File: src/rtl/demux_cap_pkg.sv
// Shared constants and helpers for the 16-channel demux capture block.
package demux_cap_pkg;
  localparam int NUM_CH    = 16;
  localparam int CH_W      = 4;
  localparam int CNT_W_DEF = 8;

  // Lowest-numbered set bit wins; returns 0 for an all-zero vector.
  function automatic logic [CH_W-1:0] prio_enc(input logic [NUM_CH-1:0] v);
    logic [CH_W-1:0] r;
    r = '0;
    for (int i = NUM_CH - 1; i >= 0; i--)
      if (v[i]) r = CH_W'(i);
    return r;
  endfunction

  // Population count >= 2: clearing the lowest set bit leaves something behind.
  function automatic logic is_multi_hot(input logic [NUM_CH-1:0] v);
    return (v & (v - NUM_CH'(1))) != '0;
  endfunction
endpackage

File: src/rtl/demux16_capture_if.sv
// Bus between the demux/host side and the capture block.
interface demux16_capture_if #(parameter int CNT_W = demux_cap_pkg::CNT_W_DEF);
  import demux_cap_pkg::*;
  logic [NUM_CH-1:0] dout_in;
  logic              rd_en;
  logic [CH_W-1:0]   rd_addr;
  logic              clr_all;
  logic              rd_valid;
  logic [CNT_W-1:0]  rd_data;
  logic              rd_flag;
  logic [CH_W-1:0]   active_ch;
  logic              any_active;
  logic              multi_hot;
  logic              irq;

  modport master (output dout_in, rd_en, rd_addr, clr_all,
                  input  rd_valid, rd_data, rd_flag, active_ch, any_active, multi_hot, irq);
  modport slave  (input  dout_in, rd_en, rd_addr, clr_all,
                  output rd_valid, rd_data, rd_flag, active_ch, any_active, multi_hot, irq);
endinterface

File: src/rtl/demux_cap_chan.sv
// One channel: rising-edge detect, saturating event counter, sticky flag.
module demux_cap_chan #(parameter int CNT_W = 8) (
  input  logic             clk,
  input  logic             rst_n,
  input  logic             sample,
  input  logic             rd_clr,
  input  logic             clr_all,
  output logic [CNT_W-1:0] cnt,
  output logic             flag
);
  logic             prev_q, prev_d;
  logic [CNT_W-1:0] cnt_q, cnt_d, base;
  logic             flag_q, flag_d;
  logic             rise;

  assign rise = sample & ~prev_q;

  always_comb begin
    prev_d = sample;
    cnt_d  = cnt_q;
    flag_d = flag_q;
    // A read-clear coinciding with an edge keeps the new event.
    base   = rd_clr ? '0 : cnt_q;
    if (clr_all) begin
      cnt_d  = '0;
      flag_d = 1'b0;
    end else begin
      if (rd_clr) begin
        cnt_d  = '0;
        flag_d = 1'b0;
      end
      if (rise) begin
        cnt_d  = (base == {CNT_W{1'b1}}) ? base : base + CNT_W'(1);
        flag_d = 1'b1;
      end
    end
  end

  always_ff @(posedge clk or negedge rst_n) begin
    if (!rst_n) begin
      prev_q <= 1'b0;
      cnt_q  <= '0;
      flag_q <= 1'b0;
    end else begin
      prev_q <= prev_d;
      cnt_q  <= cnt_d;
      flag_q <= flag_d;
    end
  end

  assign cnt  = cnt_q;
  assign flag = flag_q;
endmodule

File: src/rtl/demux16_capture.sv
// Captures rising edges on the one-hot demux bus into per-channel counters,
// with an addressed read-and-clear port and status/interrupt outputs.
module demux16_capture
  import demux_cap_pkg::*;
#(parameter int CNT_W = CNT_W_DEF) (
  input  logic              clk,
  input  logic              rst_n,
  demux16_capture_if.slave  bus
);
  logic [NUM_CH-1:0][CNT_W-1:0] cnt;
  logic [NUM_CH-1:0]            flag, rd_clr;

  logic [NUM_CH-1:0] sample_q, sample_d;
  logic              multi_hot_q, multi_hot_d;
  logic              rd_valid_q, rd_valid_d;
  logic [CNT_W-1:0]  rd_data_q, rd_data_d;
  logic              rd_flag_q, rd_flag_d;

  always_comb begin
    rd_clr = '0;
    if (bus.rd_en) rd_clr[bus.rd_addr] = 1'b1;
  end

  for (genvar g = 0; g < NUM_CH; g++) begin : g_chan
    demux_cap_chan #(.CNT_W(CNT_W)) u_chan (
      .clk     (clk),
      .rst_n   (rst_n),
      .sample  (bus.dout_in[g]),
      .rd_clr  (rd_clr[g]),
      .clr_all (bus.clr_all),
      .cnt     (cnt[g]),
      .flag    (flag[g])
    );
  end

  // Read data is taken from the pre-edge counter state, so clears at the
  // same edge (per-channel or global) never corrupt the returned value.
  always_comb begin
    sample_d    = bus.dout_in;
    multi_hot_d = bus.clr_all ? 1'b0 : (multi_hot_q | is_multi_hot(bus.dout_in));
    rd_valid_d  = bus.rd_en;
    rd_data_d   = bus.rd_en ? cnt[bus.rd_addr]  : '0;
    rd_flag_d   = bus.rd_en ? flag[bus.rd_addr] : 1'b0;
  end

  always_ff @(posedge clk or negedge rst_n) begin
    if (!rst_n) begin
      sample_q    <= '0;
      multi_hot_q <= 1'b0;
      rd_valid_q  <= 1'b0;
      rd_data_q   <= '0;
      rd_flag_q   <= 1'b0;
    end else begin
      sample_q    <= sample_d;
      multi_hot_q <= multi_hot_d;
      rd_valid_q  <= rd_valid_d;
      rd_data_q   <= rd_data_d;
      rd_flag_q   <= rd_flag_d;
    end
  end

  assign bus.rd_valid   = rd_valid_q;
  assign bus.rd_data    = rd_data_q;
  assign bus.rd_flag    = rd_flag_q;
  assign bus.active_ch  = prio_enc(sample_q);
  assign bus.any_active = |sample_q;
  assign bus.multi_hot  = multi_hot_q;
  assign bus.irq        = |flag;
endmodule

File: src/flat_wrapper.sv
// flat-port wrapper written by rule: the top's interface ports become plain ports
module demux16_capture_flat import demux_cap_pkg::*;
#(parameter int CNT_W = CNT_W_DEF)
  (clk, rst_n, bus_dout_in, bus_rd_en, bus_rd_addr, bus_clr_all, bus_rd_valid, bus_rd_data, bus_rd_flag, bus_active_ch, bus_any_active, bus_multi_hot, bus_irq);
  demux16_capture_if #(.CNT_W(CNT_W)) bus_i ();
  input  logic clk;
  input  logic rst_n;
  input wire logic [$bits(bus_i.dout_in)-1:0] bus_dout_in;
  input wire logic [$bits(bus_i.rd_en)-1:0] bus_rd_en;
  input wire logic [$bits(bus_i.rd_addr)-1:0] bus_rd_addr;
  input wire logic [$bits(bus_i.clr_all)-1:0] bus_clr_all;
  output wire logic [$bits(bus_i.rd_valid)-1:0] bus_rd_valid;
  output wire logic [$bits(bus_i.rd_data)-1:0] bus_rd_data;
  output wire logic [$bits(bus_i.rd_flag)-1:0] bus_rd_flag;
  output wire logic [$bits(bus_i.active_ch)-1:0] bus_active_ch;
  output wire logic [$bits(bus_i.any_active)-1:0] bus_any_active;
  output wire logic [$bits(bus_i.multi_hot)-1:0] bus_multi_hot;
  output wire logic [$bits(bus_i.irq)-1:0] bus_irq;
  assign bus_i.dout_in = bus_dout_in;
  assign bus_i.rd_en = bus_rd_en;
  assign bus_i.rd_addr = bus_rd_addr;
  assign bus_i.clr_all = bus_clr_all;
  assign bus_rd_valid = bus_i.rd_valid;
  assign bus_rd_data = bus_i.rd_data;
  assign bus_rd_flag = bus_i.rd_flag;
  assign bus_active_ch = bus_i.active_ch;
  assign bus_any_active = bus_i.any_active;
  assign bus_multi_hot = bus_i.multi_hot;
  assign bus_irq = bus_i.irq;
  demux16_capture #(.CNT_W(CNT_W)) u_core (.clk(clk), .rst_n(rst_n), .bus(bus_i));
endmodule
File: config.mk
export PLATFORM = sky130hd
export DESIGN_NAME = demux16_capture_flat
export DESIGN_NICKNAME = d
export VERILOG_FILES = /design/src/rtl/demux_cap_pkg.sv /design/src/rtl/demux16_capture_if.sv /design/src/rtl/demux_cap_chan.sv /design/src/rtl/demux16_capture.sv /design/src/flat_wrapper.sv
export SDC_FILE = /design/constraint.sdc
export NUM_CORES = 1
export LEC_CHECK = 0
export ABC_AREA = 1
export CAP_MARGIN = 10
export CELL_PAD_IN_SITES_DETAIL_PLACEMENT = 1
export CELL_PAD_IN_SITES_GLOBAL_PLACEMENT = 1
export CORE_MARGIN = 2
export CORE_UTILIZATION = 30
export CTS_CLUSTER_SIZE = 30
export DETAILED_ROUTE_END_ITERATION = 12
export MAX_ROUTING_LAYER = met4
export PLACE_DENSITY = 0.65
export SYNTH_ARGS = -nofsm -noshare
export SYNTH_HDL_FRONTEND = slang
export SYNTH_HIERARCHICAL = 1
export SYNTH_SLANG_ARGS = --single-unit
export TNS_END_PERCENT = 30
File: constraint.sdc
create_clock -name clk -period 1.9 [get_ports clk]
set_input_delay 0.38 -clock clk [delete_from_list [all_inputs] [get_ports clk]]
set_output_delay 0.38 -clock clk [all_outputs]
set_load 0.03 [all_outputs]
==> results.md <==
- Leading area contributor after synthesis: dfrtp_1
- CP Launch Point: u_core/sample_q[12]$_DFF_PN0_
- CP Launch Type: register
- First-pass GRT wire length: 68.81 mm
- Sequential power share: 45.9%
- Routed Antenna Nets: 0
- Port bufs: 40
- H-Tree Depth: 4
- # nets final: 1979
- I/O pins: 41
- Sequential-to-total area share from yosys stat: 37.37%
- Clock slew at reported path FFs: 80 ps
- Post-synth top area share: 37.37%
- Post-Route WL: 41.77 mm
- Core Footprint: 0.04102 mm²
- Vias per std cell: 4.919
- HPWL Detailed: 32.86 mm
- GRT Total Usage: 20.53%
- Rel. slew slack: 70.35%
- Predominant post-synthesis flop cell: dfrtp_1
- GRT overflow: 0
- Wire per inst: 16.81 µm
- # rows: 74
- CTS tree: done
- Most common cell after layout, fill and taps aside: nand2_1
- DRC Markers: 0
- Hold Slack: 373.8 ps
- Setup CP Type: reg -> out
- Max cap viols: 0
- Starting Density: 30.53%
- Area grow syn2layout: 30.56%
- Share of cells above drive strength 1: 31.61%
- Top post-synthesis cells by area: dfrtp_1 37%, nand2_1 11%, nand3_1 8.0%, inv_1 5.5%, nor2_1 5.4%
- Final setup margin: -389.7 ps
- Critical path data required time: 1520 ps
- Cell internal pwr: 6.386 mW
- Peak VDD IR: 0.6411 mV
- Die X: 208.3 µm
- Sw Share: 30.30%
- Syn Inst Count: 1672
- Register area: 0.004679 mm²
- Largest net degree at the start of global routing: 61
- Sink Count: 187
- Root buffer cell: clkbuf_16
- Placed Cells incl. Taps: 2446
- Critical Path Most Common Cell: nand2_1
- CP Cell Sequence: inv_2 -> buf_6 -> nand2_2 -> nand2_1 -> nand2_1 -> nand2_1 -> nand2_1 -> nand2_1 -> nand2_1 -> nand2_1 -> nand2_2 -> nand2_2 -> nand2_2 -> a21oi_2 -> buf_6
- CP arrival: 1910 ps
- Pwr dens: 560.4 mW/mm²
- Clock buffer count from CTS: 17
- Mapped Nets: 1712
- Clock skew: 12.61 ps
- Reg-to-reg endpoint: u_core/g_chan[0].u_chan/cnt[6]$_DFF_PN0_
- Combinational share of power: 14.6%
- CP max-delay cell: dfrtp_1
- Cell variety after synth: 37
- Max incr delay on CP: 410 ps
- Failing checks: setup timing
- Initial antenna violation count: 0
- Ys Warns: 6
- Final setup violation count: 6
- Max Fclk: 436.7 MHz
- Total power: 9.163 mW
- Switching power total: 2.777 mW
- N_diodes: 0
- LEAKAGE: 7.424 nW
- Die height: 208.3 µm
- Clk pwr share: 39.5%
- Die area: 0.04340 mm²
- Worst slew pin tran: 444.8 ps
- Router iterations before antenna repair: 5
- Min-delay worst type: in -> async
- Fill cells: 5014
- Area of the multi-input gates: 0.007393 mm²
- Vias post-DR: 12220
- Commonest cells after routing, fill and taps aside: 339 x nand2_1, 222 x buf_4, 196 x nand3_1
- Max Slew Vio Count: 0
- Gpl congestion: 0.8304
- Critical R2R Launch: u_core/g_chan[0].u_chan/cnt[0]$_DFF_PN0_
- Final clock period utilization by the worst path: 120.5%
- Fin. Hold Viols: 0
- #FFs+latches synth: 187
- Worst Setup EP: bus_active_ch[0]
- Syn_area_per_cell: 7.490 µm²
- FFs w/ async S/R, synth: 100.0%
- Period minus WS final: 2290 ps
- Clk_lat worst skew: 460 ps
- Final std cells w/o fill: 2484
- Max Buffers Root-to-Sink: 2
- Post-Syn Area: 0.01252 mm²
- TNS Setup: -1442 ps
- RSZ-0062 raised after global routing: yes
- Vias in the first global route: 12884
- Outcome: finished with violations
- DRT iter0 DRCs: 544
- Reg2reg path depth: 8
- Number of synthesized flops with an enable pin: 0
- Crit. End Element: primary output
- R2R setup slack: 260 ps
- Max FO, Critical Path: 2
## registers in the layout (all words and copies together) (netlist names)
| name | count |
|---|---|
| u_core/bus.rd_valid | 1 |
| u_core/bus.rd_data | 8 |
| u_core/sample_q | 16 |
| u_core/g_chan.u_chan/flag | 16 |
| u_core/g_chan.u_chan/cnt | 128 |
| u_core/bus.multi_hot | 1 |
| u_core/g_chan.u_chan/prev_q | 16 |
| u_core/bus.rd_flag | 1 |
## routing by layer
layer,share of wire [%],wire [µm],track usage [%],vias up
met5,0,0,-,-
met1,47,19420,26.20,6024
met3,2.5,1026,2.717,46
met4,2.2,906,5.631,0
li1,-,-,-,6007
met2,49,20410,34.16,143
## synth_stat cells (17+ instances only)
| library cell | number |
|---|---|
| a21oi_1 | 89 |
| inv_1 | 182 |
| nor2_2 | 47 |
| nor2_1 | 180 |
| o21ai_1 | 17 |
| dfrtp_1 | 187 |
| a22oi_1 | 36 |
| nor2_4 | 53 |
| nand4_1 | 32 |
| nor3_1 | 21 |
| nand3_1 | 201 |
| nand2_2 | 59 |
| nand2_1 | 366 |
| nand2_4 | 28 |
## worst max-delay path, delay by kind of cell (launching register included)
kind,cells,cell delay [ps]
flip-flops,1,410
buffers and inverters,3,330
AO/OA/AOI/OAI,1,140
AND/OR/NAND/NOR,11,570
## cells by family (layout without fill, tap and decap cells)
| family | count (synthesis) | count (layout) | share of synthesized area, % |
|---|---|---|---|
| flops | 187 | 187 | 37.37 |
| simple gates | 1040 | 1040 | 44.09 |
| buf+inv | 234 | 514 | 7.443 |
| compound gates | 187 | 187 | 8.942 |
| fa+ha+maj | 16 | 16 | 1.599 |
| xor+xnor | 8 | 8 | 0.5594 |
## stage by stage
| stage | instance area, µm² | worst slack, ps | utilization [%] |
|---|---|---|---|
| 2_1_floorplan | 12920 | -27.85 | - |
| 3_3_place_gp | 15600 | -735.6 | 38.03 |
| 3_5_place_dp | 15600 | -805.9 | 38.03 |
| 4_1_cts | 16220 | -434.1 | 39.53 |
| 5_1_grt | 16350 | -550.4 | 39.86 |
| 6_report | 16350 | -389.7 | 39.86 |
## how the worst min path moves through the flow
| stage | from | to | slack, ps |
|---|---|---|---|
| floorplan | rst_n | u_core/bus.multi_hot$_DFF_PN0_ | 80 |
| global placement | rst_n | u_core/g_chan[4].u_chan/prev_q$_DFF_PN0_ | 280 |
| detailed placement | rst_n | u_core/g_chan[4].u_chan/prev_q$_DFF_PN0_ | 280 |
| CTS | bus_rd_en | u_core/bus.rd_valid$_DFF_PN0_ | 360 |
| global route | bus_rd_en | u_core/bus.rd_valid$_DFF_PN0_ | 370 |
| finish | rst_n | u_core/sample_q[3]$_DFF_PN0_ | 370 |
## power by group through the flow
stage | Clock [mW] | Sequential, mW | Combinational (mW)
finish | 3.62 | 4.21 | 1.34
global route | 3.89 | 4.22 | 1.48
CTS | 3.75 | 4.21 | 1.33
detailed placement | 0 | 4.28 | 1.31
global placement | 0 | 4.28 | 1.28
floorplan | 0 | 4.26 | 0.614
## layout make-up
cell class,count,share of cell area [%]
inverters,212,5.173
well taps,532,4.071
clock inverters,14,0.7499
flip-flops and latches,187,28.62
clock buffers,18,2.686
repair buffers,270,13.48
multi-input cells,1251,45.22
## repair_timing
item	4_1_cts	5_1_grt
resized for setup	47	42
setup endpoints to repair	148	72
endpoints found under the hold margin	17	0
hold buffers	1	0
pin swaps	4	8
buffers inserted	2	3
No activity file was read; power rests on OpenSTA's default activity.
